`config.mk`:
```
export PLATFORM = sky130hd
export DESIGN_NAME = sp_ram_stream_dma
export DESIGN_NICKNAME = d
export VERILOG_FILES = /design/src/rtl/sp_ram_dma_pkg.sv /design/src/rtl/dma_stream_fifo.sv /design/src/rtl/sp_ram_stream_dma.sv
export SDC_FILE = /design/constraint.sdc
export NUM_CORES = 1
export LEC_CHECK = 0
export CAP_MARGIN = 20
export CELL_PAD_IN_SITES_DETAIL_PLACEMENT = 1
export CELL_PAD_IN_SITES_GLOBAL_PLACEMENT = 2
export CORE_ASPECT_RATIO = 0.8
export CORE_UTILIZATION = 25
export DETAILED_ROUTE_END_ITERATION = 12
export GPL_ROUTABILITY_DRIVEN = 0
export PLACE_DENSITY_LB_ADDON = 0.25
export RECOVER_POWER = 25
export SYNTH_ARGS = -nofsm -noshare
export SYNTH_HDL_FRONTEND = slang
export SYNTH_HIERARCHICAL = 1
export SYNTH_SLANG_ARGS = --single-unit
export TNS_END_PERCENT = 5
```
`constraint.sdc`:
```
create_clock -name clk -period 2.22 [get_ports clk]
set_input_delay 0.444 -clock clk [delete_from_list [all_inputs] [get_ports clk]]
set_output_delay 0.444 -clock clk [all_outputs]
set_load 0.01 [all_outputs]
```
`src/rtl/sp_ram_dma_pkg.sv`:
```
// Shared types and constants for the single-port RAM stream DMA.
package sp_ram_dma_pkg;

    typedef enum logic [2:0] {
        StIdle,
        StRd,
        StRdDrain,
        StWr,
        StDone
    } dma_state_t;

    localparam logic DIR_READ  = 1'b0;
    localparam logic DIR_WRITE = 1'b1;

    localparam int unsigned WORD_BYTES = 4;
    localparam logic [3:0]  BE_ALL     = 4'hF;

    // One read-return buffer entry: RAM word plus end-of-command marker.
    typedef struct packed {
        logic        last;
        logic [31:0] data;
    } dma_word_t;

endpackage

```
`src/rtl/dma_stream_fifo.sv`:
```
// Small synchronous FIFO holding RAM read returns ahead of the output stream.
module dma_stream_fifo
    import sp_ram_dma_pkg::*;
#(
    parameter int unsigned DEPTH = 2
) (
    input  logic                    clk_i,
    input  logic                    rstn_i,
    input  logic                    push_i,
    input  dma_word_t               wdata_i,
    input  logic                    pop_i,
    output dma_word_t               rdata_o,
    output logic [$clog2(DEPTH):0]  count_o
);

    localparam int unsigned PtrW = $clog2(DEPTH);
    localparam int unsigned CntW = PtrW + 1;

    dma_word_t             mem_q [DEPTH];
    logic [PtrW-1:0]       wptr_q, wptr_d;
    logic [PtrW-1:0]       rptr_q, rptr_d;
    logic [CntW-1:0]       count_q, count_d;

    always_comb begin
        wptr_d  = wptr_q;
        rptr_d  = rptr_q;
        count_d = count_q;
        if (push_i) begin
            wptr_d = wptr_q + PtrW'(1);
        end
        if (pop_i) begin
            rptr_d = rptr_q + PtrW'(1);
        end
        if (push_i && !pop_i) begin
            count_d = count_q + CntW'(1);
        end else if (!push_i && pop_i) begin
            count_d = count_q - CntW'(1);
        end
    end

    always_ff @(posedge clk_i) begin
        if (!rstn_i) begin
            wptr_q  <= '0;
            rptr_q  <= '0;
            count_q <= '0;
        end else begin
            wptr_q  <= wptr_d;
            rptr_q  <= rptr_d;
            count_q <= count_d;
        end
    end

    always_ff @(posedge clk_i) begin
        if (push_i) begin
            mem_q[wptr_q] <= wdata_i;
        end
    end

    assign rdata_o = mem_q[rptr_q];
    assign count_o = count_q;

endmodule

```
`src/rtl/sp_ram_stream_dma.sv`:
```
// Block mover between a single-port RAM (1-cycle read latency) and valid/ready streams.
module sp_ram_stream_dma
    import sp_ram_dma_pkg::*;
#(
    parameter int unsigned RAM_SIZE   = 32768,
    parameter int unsigned ADDR_WIDTH = $clog2(RAM_SIZE),
    parameter int unsigned DATA_WIDTH = 32,
    parameter int unsigned LEN_WIDTH  = ADDR_WIDTH - 1,
    parameter int unsigned FIFO_DEPTH = 2
) (
    input  logic                    clk,
    input  logic                    rstn_i,
    input  logic                    start_i,
    input  logic                    dir_i,
    input  logic [ADDR_WIDTH-1:0]   base_addr_i,
    input  logic [LEN_WIDTH-1:0]    len_i,
    output logic                    busy_o,
    output logic                    done_o,
    output logic                    ram_en_o,
    output logic [ADDR_WIDTH-1:0]   ram_addr_o,
    output logic [DATA_WIDTH-1:0]   ram_wdata_o,
    output logic                    ram_we_o,
    output logic [DATA_WIDTH/8-1:0] ram_be_o,
    input  logic [DATA_WIDTH-1:0]   ram_rdata_i,
    output logic                    m_valid_o,
    output logic [DATA_WIDTH-1:0]   m_data_o,
    output logic                    m_last_o,
    input  logic                    m_ready_i,
    input  logic                    s_valid_i,
    input  logic [DATA_WIDTH-1:0]   s_data_i,
    output logic                    s_ready_o
);

    localparam int unsigned CntW = $clog2(FIFO_DEPTH) + 1;

    dma_state_t            state_q, state_d;
    logic [ADDR_WIDTH-1:0] addr_q, addr_d;
    logic [LEN_WIDTH-1:0]  rem_q, rem_d;
    logic                  inflight_q, inflight_d;
    logic                  inflight_last_q, inflight_last_d;

    logic [CntW-1:0]       fifo_count;
    dma_word_t             fifo_head;
    dma_word_t             push_word;
    logic                  fifo_nonempty;
    logic                  pop;
    logic                  issue_ok;
    logic                  drained;
    logic [1:0]            unused_base_lsb;

    assign unused_base_lsb = base_addr_i[1:0];

    assign fifo_nonempty = (fifo_count != '0);
    assign pop           = fifo_nonempty & m_ready_i;
    assign push_word     = '{last: inflight_last_q, data: ram_rdata_i};

    // A new read may only be issued if its return is guaranteed a FIFO slot.
    assign issue_ok = ({1'b0, fifo_count} + {{CntW{1'b0}}, inflight_q})
                      < ((CntW + 1)'(FIFO_DEPTH) + {{CntW{1'b0}}, pop});

    assign drained = !inflight_q &&
                     ((fifo_count == '0) || ((fifo_count == CntW'(1)) && pop));

    always_comb begin
        state_d         = state_q;
        addr_d          = addr_q;
        rem_d           = rem_q;
        inflight_d      = 1'b0;
        inflight_last_d = 1'b0;
        busy_o          = 1'b0;
        done_o          = 1'b0;
        ram_en_o        = 1'b0;
        ram_we_o        = 1'b0;
        ram_be_o        = '0;
        ram_addr_o      = '0;
        ram_wdata_o     = '0;
        s_ready_o       = 1'b0;

        unique case (state_q)
            StIdle: begin
                if (start_i) begin
                    addr_d = {base_addr_i[ADDR_WIDTH-1:2], 2'b00};
                    rem_d  = len_i;
                    if (len_i == '0) begin
                        state_d = StDone;
                    end else if (dir_i == DIR_WRITE) begin
                        state_d = StWr;
                    end else begin
                        state_d = StRd;
                    end
                end
            end
            StRd: begin
                busy_o = 1'b1;
                if (issue_ok) begin
                    ram_en_o        = 1'b1;
                    ram_addr_o      = addr_q;
                    addr_d          = addr_q + ADDR_WIDTH'(WORD_BYTES);
                    rem_d           = rem_q - LEN_WIDTH'(1);
                    inflight_d      = 1'b1;
                    inflight_last_d = (rem_q == LEN_WIDTH'(1));
                    if (rem_q == LEN_WIDTH'(1)) begin
                        state_d = StRdDrain;
                    end
                end
            end
            StRdDrain: begin
                busy_o = 1'b1;
                if (drained) begin
                    state_d = StDone;
                end
            end
            StWr: begin
                busy_o    = 1'b1;
                s_ready_o = (rem_q != '0);
                if (s_valid_i && s_ready_o) begin
                    ram_en_o    = 1'b1;
                    ram_we_o    = 1'b1;
                    ram_be_o    = BE_ALL;
                    ram_addr_o  = addr_q;
                    ram_wdata_o = s_data_i;
                    addr_d      = addr_q + ADDR_WIDTH'(WORD_BYTES);
                    rem_d       = rem_q - LEN_WIDTH'(1);
                    if (rem_q == LEN_WIDTH'(1)) begin
                        state_d = StDone;
                    end
                end
            end
            StDone: begin
                done_o  = 1'b1;
                state_d = StIdle;
            end
            default: begin
                state_d = StIdle;
            end
        endcase
    end

    always_ff @(posedge clk) begin
        if (!rstn_i) begin
            state_q         <= StIdle;
            addr_q          <= '0;
            rem_q           <= '0;
            inflight_q      <= 1'b0;
            inflight_last_q <= 1'b0;
        end else begin
            state_q         <= state_d;
            addr_q          <= addr_d;
            rem_q           <= rem_d;
            inflight_q      <= inflight_d;
            inflight_last_q <= inflight_last_d;
        end
    end

    dma_stream_fifo #(
        .DEPTH (FIFO_DEPTH)
    ) u_fifo (
        .clk_i   (clk),
        .rstn_i  (rstn_i),
        .push_i  (inflight_q),
        .wdata_i (push_word),
        .pop_i   (pop),
        .rdata_o (fifo_head),
        .count_o (fifo_count)
    );

    // Head payload is gated so the stream reads as zero when empty.
    assign m_valid_o = fifo_nonempty;
    assign m_data_o  = fifo_nonempty ? fifo_head.data : '0;
    assign m_last_o  = fifo_nonempty & fifo_head.last;

endmodule
```
## Word level (Yosys, flattened, before mapping)

Memories as Yosys holds them, arrays and structs flattened. A register that Yosys moved wholly into a read port is not among the register bits.
Index checks and enable logic that the tools add are counted.

- $add $sub $neg: 8
- Magnitude comparators: 1
- Equal/unequal tests: 12
- Multiplexer cells: 38
- Bitwise operators: 2
- Reduce and logical (&&, ||, !) cells: 20

Operators with widths:

| operator | count |
|---|---|
| $mux W32 | 3 |
| $mux W15 | 5 |
| $pmux W15 S3 | 1 |
| $mux W14 | 3 |
| $pmux W14 S3 | 1 |
| $pmux W15 S2 | 1 |
| $mux W3 | 7 |
| $add A15 B3 Y15 const B | 1 |
| $eq A14 B1 Y1 const B | 1 |
| $logic_not A14 Y1 | 1 |
| $reduce_bool A14 Y1 | 1 |
| $sub A14 B1 Y14 const B | 1 |
| $ne A2 B2 Y1 const B | 6 |
| $pmux W3 S4 | 1 |
| $mux W1 | 10 |
| $mux W4 | 2 |
| $eq A3 B2 Y1 const B | 2 |
| $mux W2 | 3 |
| $reduce_and A6 Y1 | 1 |
| $logic_and A1 B1 Y1 | 5 |
| $reduce_and A4 Y1 | 1 |
| $reduce_bool A2 Y1 | 2 |
| $add A2 B1 Y3 | 1 |
| $add A2 B1 Y3 const A | 1 |
| 17 further kinds | 20 |

- Bits in registers: 38
- RAM bits: 66
- Output and inout bits: 90
- Word-level logic and storage cells: 90
- Memories kept: 1

Memory list:

| memory | words | width | rd ports | clocked after Yosys merged registers in | write ports | RTL line | RTL |
|---|---|---|---|---|---|---|---|
| u_fifo.mem_q | 2 | 33 | 1 | 1 | 1 | dma_stream_fifo.sv:19 | `dma_word_t mem_q [DEPTH];` |

## Longest topological paths before layout

Gate-level depths: netlist (run 1).

- Depth after elaboration: 7
- Mapped depth: 8
- Depth with buffers taken out: 7

## Cells and area by module

The synthesis (run 1) kept the hierarchy.

By module, submodules not included:

| module | instances | cells each | area an instance (sq um) | seq. area each (sq um) |
|---|---|---|---|---|
| sp_ram_stream_dma | 1 | 395 | 2856.5 | 640.6 |
| dma_stream_fifo | 1 | 123 | 2598.7 | 2082.0 |

## Worst setup path after synthesis (run 1)

OpenSTA, ideal clock, no wires.

- Kind: reg2reg
- Start: register inflight_q
- End: memory u_fifo/mem_q[0][0] (netlist bit), enable pin
- Library setup time: 0.428 ns
- Arrival time: 1.936 ns
- Setup slack: -0.144 ns
- Cell stages (with the launch flop): 2
- Path buffers: 0
- Period minus slack after synthesis: 2.364 ns
- Path through: dfxtp_1 -> nor2b_1

- Longest elaborated chain between the ends: 2

Ends and longest elaborated chain:

| item | RTL line | RTL |
|---|---|---|
| start, declared | sp_ram_stream_dma.sv:39 | `logic inflight_q, inflight_d;` |
| start signal, assigned | sp_ram_stream_dma.sv:150 | `inflight_q <= inflight_d;` |
| $mux W1 | dma_stream_fifo.sv:54 | `if (push_i) begin` |
| $mux W1 (not written as such) | dma_stream_fifo.sv:55 | `mem_q[wptr_q] <= wdata_i;` |
| end, declared | dma_stream_fifo.sv:19 |  |

Every way passes these cells.

## Final worst setup path (run 1)

- Start: register rem_q[5]
- End: output ram_addr_o[8]

- Longest elaborated chain between the ends: 4

Ends and longest elaborated chain:

| item | RTL line | RTL |
|---|---|---|
| start, declared | sp_ram_stream_dma.sv:38 | `logic [LEN_WIDTH-1:0] rem_q, rem_d;` |
| start signal, assigned | sp_ram_stream_dma.sv:149 | `rem_q <= rem_d;` |
| $reduce_bool A14 Y1 | sp_ram_stream_dma.sv:115 | `s_ready_o = (rem_q != '0);` |
| $logic_and A1 B1 Y1 | sp_ram_stream_dma.sv:116 | `if (s_valid_i && s_ready_o) begin` |
| $mux W15 | sp_ram_stream_dma.sv:116 |  |
| $pmux W15 S2 | sp_ram_stream_dma.sv:79 | `unique case (state_q)` |
| end, declared | sp_ram_stream_dma.sv:20 | `output logic [ADDR_WIDTH-1:0] ram_addr_o,` |

Every way passes these cells.

==> flow_summary.toml, run 1 <==
[outcome]
status = "finished, violations left"
violations = "setup timing"

[setup_path]
required_ns = 1.78
crit_type = "register to primary output"
critical_path_buf_inv_count = 3
crit_top_cell = "buf_6"
cp_cell_sequence = "or4_4 > nor4_4 > buf_4 > o21ai_4 > buf_6 > and2_4 > buf_6"
crit_path_start_kind = "register"
cp.arrival_ns = 2.26
cp_top_family = "simple AND/OR/NAND/NOR gates"
critPathMaxStageDelay_ns = 0.59
cp_max_fo = 7
r2r_setup_slack_ns = -0.31
cp_slowest_cell = "or4_4"
end_kind = "primary output"

[die]
rows = 47
coreArea_um2 = 21100
pin_count = 189
die_h_um = 134
die-area_um2 = 22400
die-width_um = 167
start_util_pct = 25.9

[power]
p_sw_mw = 4.01
p_int_mw = 5.98
combPwrFrac_pct = 57.6
p_leak_nw = 3.45
pwr-share-seq_pct = 26.5
p_sw_share_pct = 40.2
ir_drop_uv = 572
clock_power_share_pct = 15.9
p_per_area_nw_per_um2 = 1170
report.power.total_mw = 9.99

[global_route]
grt_max_degree = 50
grt_util_met2_pct = 30.3
grt.total_usage_pct = 16.5
grt_pass1_wl_um = 28700
gr-max-usage-layer = "met2"
grt_pass1_vias = 5413
gr-total-overflow = 0
grt_util_met1_pct = 19.6
grt_antenna_before_repair = 0
met3_usage_pct = 3.48

[flow_run]
maxCapViolCount = 0

[clocking]
cts-buffers-inserted = 9
root_buffer = "clkbuf_16"
clock_latency_ns = 0.35
htree_num_levels = 3
cts_tree = "built"
clkSinkCount = 103
cts_buffer_depth = 2
path_clk_slew_ns = 0.08

[logic_synthesis]
ys_types = 63
synth_edf_count = 66
synth-seq-cells = 103
yosysTopAreaCell = "edfxtp_1"
syn_area_um2 = 5460
yosys_warnings = 6
synthArstFlopShare_pct = 0
synth_top_area_share_pct = 36.3
yosysSeqAreaShare_pct = 49.9
synth_area_per_cell_um2 = 10.5
synth_area_leaders = "edfxtp_1 (36%), dfxtp_1 (14%), mux2_2 (6.8%), and2_1 (6.2%), nor2b_1 (4.7%)"
synthFlopType = "edfxtp_1"
synthCells = 518

[placed_design]
io_buffer_count = 184
dpl.cell_count = 1003
post_dp_cell_area_um2 = 8030
dp_hpwl_um = 12600
place_ws_ns = -0.798

[routing]
ant_nets = 0
vias = 4943
first_pass_iters = 4
post_drt_wl_per_cell_um = 17.7
drc = 0
drt_iter0_drc = 116
via_per_inst = 4.79
drt_wl_total_um = 18200

[layout]
finalInstanceArea_um2 = 8560
multiInputGateArea_um2 = 2750
fin_cells = 1031
fillers = 2355
n_antenna_cell = 0
layout_common_cells = "clkdlybuf4s50_1 (77), edfxtp_1 (66), buf_4 (61)"
syn2layout_area_growth_pct = 56.9
layout-drive-gt1-share_pct = 32.8
seqCellArea_um2 = 2730
layout.cells.most_common = "clkdlybuf4s50_1"
layout.nets = 863
final_util_pct = 40.6

[timing]
finalSetupViolations = 79
maxSlewHeadroom_pct = 64.3
fmax_ghz = 0.369
slew_violations = 0
final_hold_viol_count = 0
rsz0062_at_grt = "true"
min_period_ns = 2.71
tightest_slew_ns = 0.535
fin_crit_sh_pct = 122
fin_skew_ns = 0.0100
fin_ws_ns = -0.487

[worst_hold_path]
hp-class = "register to register"
## layout make-up
class | count | share of cell area, %
clock inverters | 7 | 0.746
repair buffers | 262 | 28.3
flip-flops and latches | 103 | 31.9
clock buffers | 9 | 2.63
well taps | 269 | 3.93
multi-input cells | 372 | 32.2
inverters | 9 | 0.395
## registers in the layout (all words and copies together), names as in the netlist, named ones only
| signal | flops |
|---|---|
| u_fifo/rptr_q | 1 |
| inflight_last_q | 1 |
| inflight_q | 1 |
| rem_q | 14 |
| u_fifo/wptr_q | 1 |
| state_q | 3 |
| u_fifo/mem_q | 66 |
| u_fifo/count_o | 2 |
| addr_q | 13 |
## cells by family (layout without fill, tap and decap cells)
kind of cell | count (synthesis) | count (layout) | share of synthesized area, %
flops | 103 | 103 | 49.9
compound gates | 110 | 110 | 14.2
mux | 34 | 34 | 7.00
xor+xnor | 3 | 3 | 0.482
buf+inv | 50 | 287 | 5.05
fa+ha+maj | 7 | 7 | 1.61
other cells | 1 | 2 | 0.0687
simple gates | 210 | 216 | 21.7
## what timing repair did
item,4_1_cts,5_1_grt
pin swaps,52,10
gates resized for setup,323,34
gates cloned,7,0
setup endpoints to repair,114,90
setup buffers,4,1
hold buffers,0,0
## routing by layer
layer | up-vias | share of wire (%) | wire (um)
met5 | - | 0 | 0
met4 | 0 | 1.1 | 204
met3 | 15 | 5.0 | 912
met2 | 137 | 51 | 9370
met1 | 2418 | 43 | 7760
li1 | 2373 | - | -
## synth_stat cells, drive strengths merged, types with 4 or more instances
master	instances
edfxtp	66
inv	9
ha	7
a31o	4
nand3	11
o31a	4
o21a	4
nor2	17
a31oi	5
nand2	43
a21oi	22
o21ai	15
o31ai	18
nor3	9
a211oi	9
clkbuf	18
and2	54
mux2	33
buf	22
nor2b	41
o32ai	4
dfxtp	37
nor4	12
or3	4
o311ai	5
nand2b	4
## worst reg2reg max path, stage by stage, from the launching register on
cell,delay [ns]
dfxtp_2,0.32
or4_4,0.59
nor4_4,0.28
buf_4,0.19
buf_12,0.15
buf_6,0.11
a211o_1,0.16
buf_12,0.17
nor2_2,0.06
buf_6,0.15
a32o_1,0.25
## power groups by stage
stage	logic (mW)	registers, mW	clock network (mW)
CTS	5.65	2.64	1.65
finish	5.76	2.65	1.58
detailed placement	5.31	2.67	0
global route	6.25	2.69	1.72
global placement	5.17	2.65	0
floorplan	2.73	2.66	0
## worst paths after layout
check / end / depth (start not counted) / start
min: u_fifo/mem_q[0][32] / 0 / inflight_last_q
min reg2reg: u_fifo/mem_q[0][32] / 0 / inflight_last_q
max: ram_addr_o[8] / 7 / rem_q[5]
max reg2reg: addr_q[14] / 10 / rem_q[5]
## stage by stage
| step | hold WS (ns) | setup TNS, ns |
|---|---|---|
| floorplan | 0.404 | -1.67 |
| CTS | 0.432 | -29.31 |
| global placement | 0.420 | -42.38 |
| finish | 0.430 | -27.75 |
| global route | 0.449 | -33.52 |
| detailed placement | 0.418 | -50.22 |
Power figures use the tool's default switching activity.
==> run 2: changes to the inputs <==
==> constraint.sdc (replaced) <==
create_clock -name clk -period 2.22 [get_ports clk]
set_input_delay 0.444 -clock clk [delete_from_list [all_inputs] [get_ports clk]]
set_output_delay 0.444 -clock clk [all_outputs]
set_load 0.02 [all_outputs]
==> flow_summary.toml, run 2 (same netlist as run 1, synthesis figures left out) <==
[outcome]
status = "finished, violations left"
violations = "setup timing"

[layout]
final_util_pct = 40.0
finalInstanceArea_um2 = 8420
layout-drive-gt1-share_pct = 30.9
syn2layout_area_growth_pct = 54.3
largest-register = "u_fifo/mem_q"
largest_register_ffs = 66
layout_common_cells = "buf_4 (76), clkdlybuf4s50_1 (75), edfxtp_1 (66)"
layout.nets = 862
top_regs = "u_fifo/mem_q x66, rem_q x14, addr_q x13"
n_antenna_cell = 0
layout.cells.most_common = "buf_4"

[setup_path]
cp_top_family = "simple AND/OR/NAND/NOR gates"
reg2reg_from = "rem_q[6]"
cp.arrival_ns = 2.25
cp_max_fo = 7
critical_path_buf_inv_count = 3
crit_type = "register to primary output"
required_ns = 1.78
cp_cell_sequence = "or4_4 > nor4_4 > buf_6 > o21ai_4 > buf_6 > and2_4 > buf_6"
cp_slowest_cell = "or4_4"
crit_top_cell = "buf_6"
crit_path_start_kind = "register"
end_kind = "primary output"
cp-startpoint = "rem_q[6]"
critPathMaxStageDelay_ns = 0.58

[power]
p_per_area_nw_per_um2 = 1180
ir_drop_uv = 409
p_leak_nw = 3.35

[routing]
ant_nets = 0
drt_wl_total_um = 17500
drc = 0
vias = 4918
first_pass_iters = 4
via_per_inst = 4.77
post_drt_wl_per_cell_um = 17.0
drt_iter0_drc = 213

[timing]
fin_crit_sh_pct = 121
min_period_ns = 2.69
fin_setup_tns_ns = -21.74
final_hold_viol_count = 0
slew_violations = 0
finalSetupViolations = 62
fin_skew_ns = 0.0111
maxSlewHeadroom_pct = 65.8
tightest_slew_ns = 0.513
fin_ws_ns = -0.474
fmax_ghz = 0.371
rsz0062_at_grt = "true"
timing.hold.ws_ns = 0.452

[die]
pin_count = 189
die_h_um = 134
start_util_pct = 25.9
die-width_um = 167
coreArea_um2 = 21100
rows = 47
die-area_um2 = 22400

[global_route]
grt_antenna_before_repair = 0
gr-total-overflow = 0
grt.total_usage_pct = 15.8
grt_pass1_vias = 5276
grt_max_degree = 50
grt_pass1_wl_um = 27600

[placed_design]
io_buffer_count = 184
post_dp_cell_area_um2 = 8080
dp_hpwl_um = 12600

[clocking]
cts_tree = "built"
cts_buffer_depth = 2
root_buffer = "clkbuf_16"
clkSinkCount = 103
htree_num_levels = 3
clock_latency_ns = 0.35
cts-buffers-inserted = 9
path_clk_slew_ns = 0.07

[worst_hold_path]
hp-class = "register to register"
hold_start = "inflight_last_q"

[flow_run]
maxCapViolCount = 0
[run 2: changes by cell type in the layout (fill, tap and decap cells not counted), sizes merged, moves of 2 or more]
cell / previous run / this run
clkdlybuf4s15: 1 / 8
nor2: 23 / 18
buf: 130 / 133
dlygate4sd2: 32 / 29
clkdlybuf4s50: 77 / 75
dlymetal6s2s: 2 / 0
[run 2: per-stage QoR]
| step | setup slack [ns] | cells | total power, mW |
|---|---|---|---|
| 2_1_floorplan | -0.106 | 519 | 5.68 |
| 3_3_place_gp | -0.738 | 1008 | 8.17 |
| 3_5_place_dp | -0.864 | 1008 | 8.28 |
| 4_1_cts | -0.496 | 1030 | 9.93 |
| 5_1_grt | -0.567 | 1030 | 10.6 |
| 6_report | -0.474 | 1030 | 9.93 |
[run 2: final timing paths]
check | endpoint | slack [ns] | cells past startpoint
min reg2reg | u_fifo/mem_q[1][32] | 0.45 | 0
max reg2reg | addr_q[13] | -0.15 | 9
max | ram_addr_o[7] | -0.47 | 7
min | u_fifo/mem_q[1][32] | 0.45 | 0
[run 2: area by class of cell]
type                    instances  area [um^2]
clock buffers                  10          229
clock inverters                 6         50.0
fillers                      2364        12600
inverters                       9         33.8
multi-input cells             367         2620
flip-flops and latches        103         2730
well taps                     269          337
repair buffers                266         2410
[run 2: per-layer routing]
layer	share of wire (%)	vias up	wire (um)	track usage (%)
li1	-	2376	-	-
met1	46	2403	8120	20.0
met2	49	132	8530	27.8
met3	4.1	7	712	3.13
met4	0.79	0	139	3.67
met5	0	-	0	0
[run 2: repair_timing]
item,4_1_cts,5_1_grt
pin swaps,12,26
gates cloned,2,0
setup buffers,4,0
hold buffers,0,0
resized for setup,311,42
setup endpoints to repair,112,88
[run 2: report_power, final]
group          internal (mW)  switching, mW  leakage (nW)
Clock                  0.777          0.760         0.130
Combinational           2.64           3.11          2.32
Sequential              2.42          0.222         0.905
==> run 3: changes to the inputs <==
--- a/config.mk
+++ b/config.mk
@@ -8,7 +8,6 @@
 export CAP_MARGIN = 20
 export CELL_PAD_IN_SITES_DETAIL_PLACEMENT = 1
 export CELL_PAD_IN_SITES_GLOBAL_PLACEMENT = 2
-export CORE_ASPECT_RATIO = 0.8
 export CORE_UTILIZATION = 25
 export DETAILED_ROUTE_END_ITERATION = 12
 export GPL_ROUTABILITY_DRIVEN = 0
==> flow_summary.toml, run 3 (same netlist as run 1, synthesis figures left out) <==
[outcome]
status = "finished, violations left"
violations = "setup timing"

[die]
coreArea_um2 = 21200
start_util_pct = 25.7
pin_count = 189
die-width_um = 150
die-area_um2 = 22400
die_h_um = 150
rows = 53

[global_route]
grt_antenna_before_repair = 0
grt_max_degree = 49
gr-total-overflow = 0
grt_pass1_vias = 5293
grt_pass1_wl_um = 27700
grt.total_usage_pct = 16.0

[clocking]
root_buffer = "clkbuf_16"
cts_tree = "built"
cts_buffer_depth = 2
clock_latency_ns = 0.35
ctsHoldBuffers = 0
htree_num_levels = 3
path_clk_slew_ns = 0.08
clkSinkCount = 103
cts-buffers-inserted = 9

[placed_design]
io_buffer_count = 184
dp_hpwl_um = 12700
place_ws_ns = -0.730
post_dp_cell_area_um2 = 7920

[setup_path]
critical_path_buf_inv_count = 3
cp_max_fo = 37
cp_top_family = "simple AND/OR/NAND/NOR gates"
crit_top_cell = "buf_4"
crit_type = "register to primary output"
cp_slowest_cell = "or4_4"
critPathMaxStageDelay_ns = 0.57
crit_path_start_kind = "register"
end_kind = "primary output"
r2r_cells = 10
cp_cell_sequence = "or4_4 > nor4_4 > buf_4 > nor2_2 > buf_12 > and2_1 > buf_4"
cp.depth = 7
cp.arrival_ns = 2.29
required_ns = 1.78

[routing]
via_per_inst = 4.77
vias = 4871
drt_wl_total_um = 18200
drc = 0
ant_nets = 0
post_drt_wl_per_cell_um = 17.8
first_pass_iters = 4
drt_iter0_drc = 203

[timing]
finalSetupViolations = 80
slew_violations = 0
min_period_ns = 2.74
maxSlewHeadroom_pct = 64.6
final_hold_viol_count = 0
fmax_ghz = 0.365
rsz0062_at_grt = "true"
tightest_slew_ns = 0.527
fin_ws_ns = -0.519
fin_crit_sh_pct = 123
fin_skew_ns = 0.0135

[power]
p_leak_nw = 3.20
p_per_area_nw_per_um2 = 1190
ir_drop_uv = 488

[flow_run]
maxCapViolCount = 0

[layout]
layout_common_cells = "clkdlybuf4s50_1 (76), buf_4 (70), edfxtp_1 (66)"
n_antenna_cell = 0
syn2layout_area_growth_pct = 50.7
top_regs = "u_fifo/mem_q x66, rem_q x14, addr_q x13"
layout.nets = 849
layout.cells.most_common = "clkdlybuf4s50_1"
largest-register = "u_fifo/mem_q"
largest_register_ffs = 66
layout-drive-gt1-share_pct = 32.5
finalInstanceArea_um2 = 8220

[worst_hold_path]
hp-class = "register to register"
hold_path_depth = 0
==> run 3: cell types whose count changed in the layout (fill, tap and decap cells not counted), moves of 3 or more <==
cell and change:
buf_4 -6, clkbuf_2 +23, and2_1 +3, buf_12 -4, dlygate4sd2_1 -26
==> run 3: layer usage <==
metal | up-vias | track usage, % | part of all wire (%)
li1 | 2335 | - | -
met1 | 2379 | 18.5 | 42
met2 | 129 | 29.3 | 52
met3 | 28 | 2.59 | 4.4
met4 | 0 | 5.96 | 1.9
met5 | - | 0 | 0
==> run 3: worst paths after layout <==
check	endpoint	slack (ns)	from
hold / removal	u_fifo/mem_q[0][32]	0.44	inflight_last_q
hold reg to reg	u_fifo/mem_q[0][32]	0.44	inflight_last_q
setup reg to reg	addr_q[14]	-0.23	rem_q[4]
setup / recovery	ram_wdata_o[24]	-0.52	rem_q[4]
==> run 3: metrics by stage <==
step | util [%] | power, mW | hold slack [ns] | instances | TNS [ns]
floorplan | - | 5.68 | 0.404 | 519 | -2.06
global placement | 37.3 | 7.90 | 0.415 | 999 | -35.22
detailed placement | 37.3 | 8.03 | 0.424 | 999 | -38.69
CTS | 38.7 | 9.84 | 0.446 | 1021 | -32.26
global route | 38.8 | 10.4 | 0.448 | 1022 | -34.51
finish | 38.8 | 9.81 | 0.438 | 1022 | -28.93
==> run 3: report_power, final <==
group | switching [mW] | leakage (nW) | internal (mW) | total, mW
logic | 3.10 | 2.16 | 2.45 | 5.55
clock network | 0.722 | 0.140 | 0.875 | 1.60
registers | 0.240 | 0.904 | 2.42 | 2.66
==> run 3: worst register-to-register path, stage by stage, from the launching register on <==
cell	delay, ns
dfxtp_1	0.32
or4_4	0.57
nor4_4	0.35
buf_4	0.19
buf_4	0.10
buf_4	0.10
buf_4	0.11
a211o_4	0.15
nor2_1	0.05
buf_6	0.15
a32o_1	0.25
==> run 3: final cells by class <==
| class | count | area (um^2) |
|---|---|---|
| clock inverter | 6 | 67.6 |
| multi-input combinational | 366 | 2630 |
| timing repair buffer | 254 | 2200 |
| sequential | 103 | 2730 |
| fill | 2380 | 13000 |
| clock buffer | 9 | 225 |
| inverter | 9 | 33.8 |
| tap | 275 | 344 |
==> run 3: repair_timing <==
action | in CTS | in global routing
pin swaps | 15 | 1
hold endpoints to repair | 0 | 0
buffers inserted | 6 | 1
gates resized for setup | 334 | 74
gates cloned | 1 | 0
endpoints found under the setup margin | 100 | 113
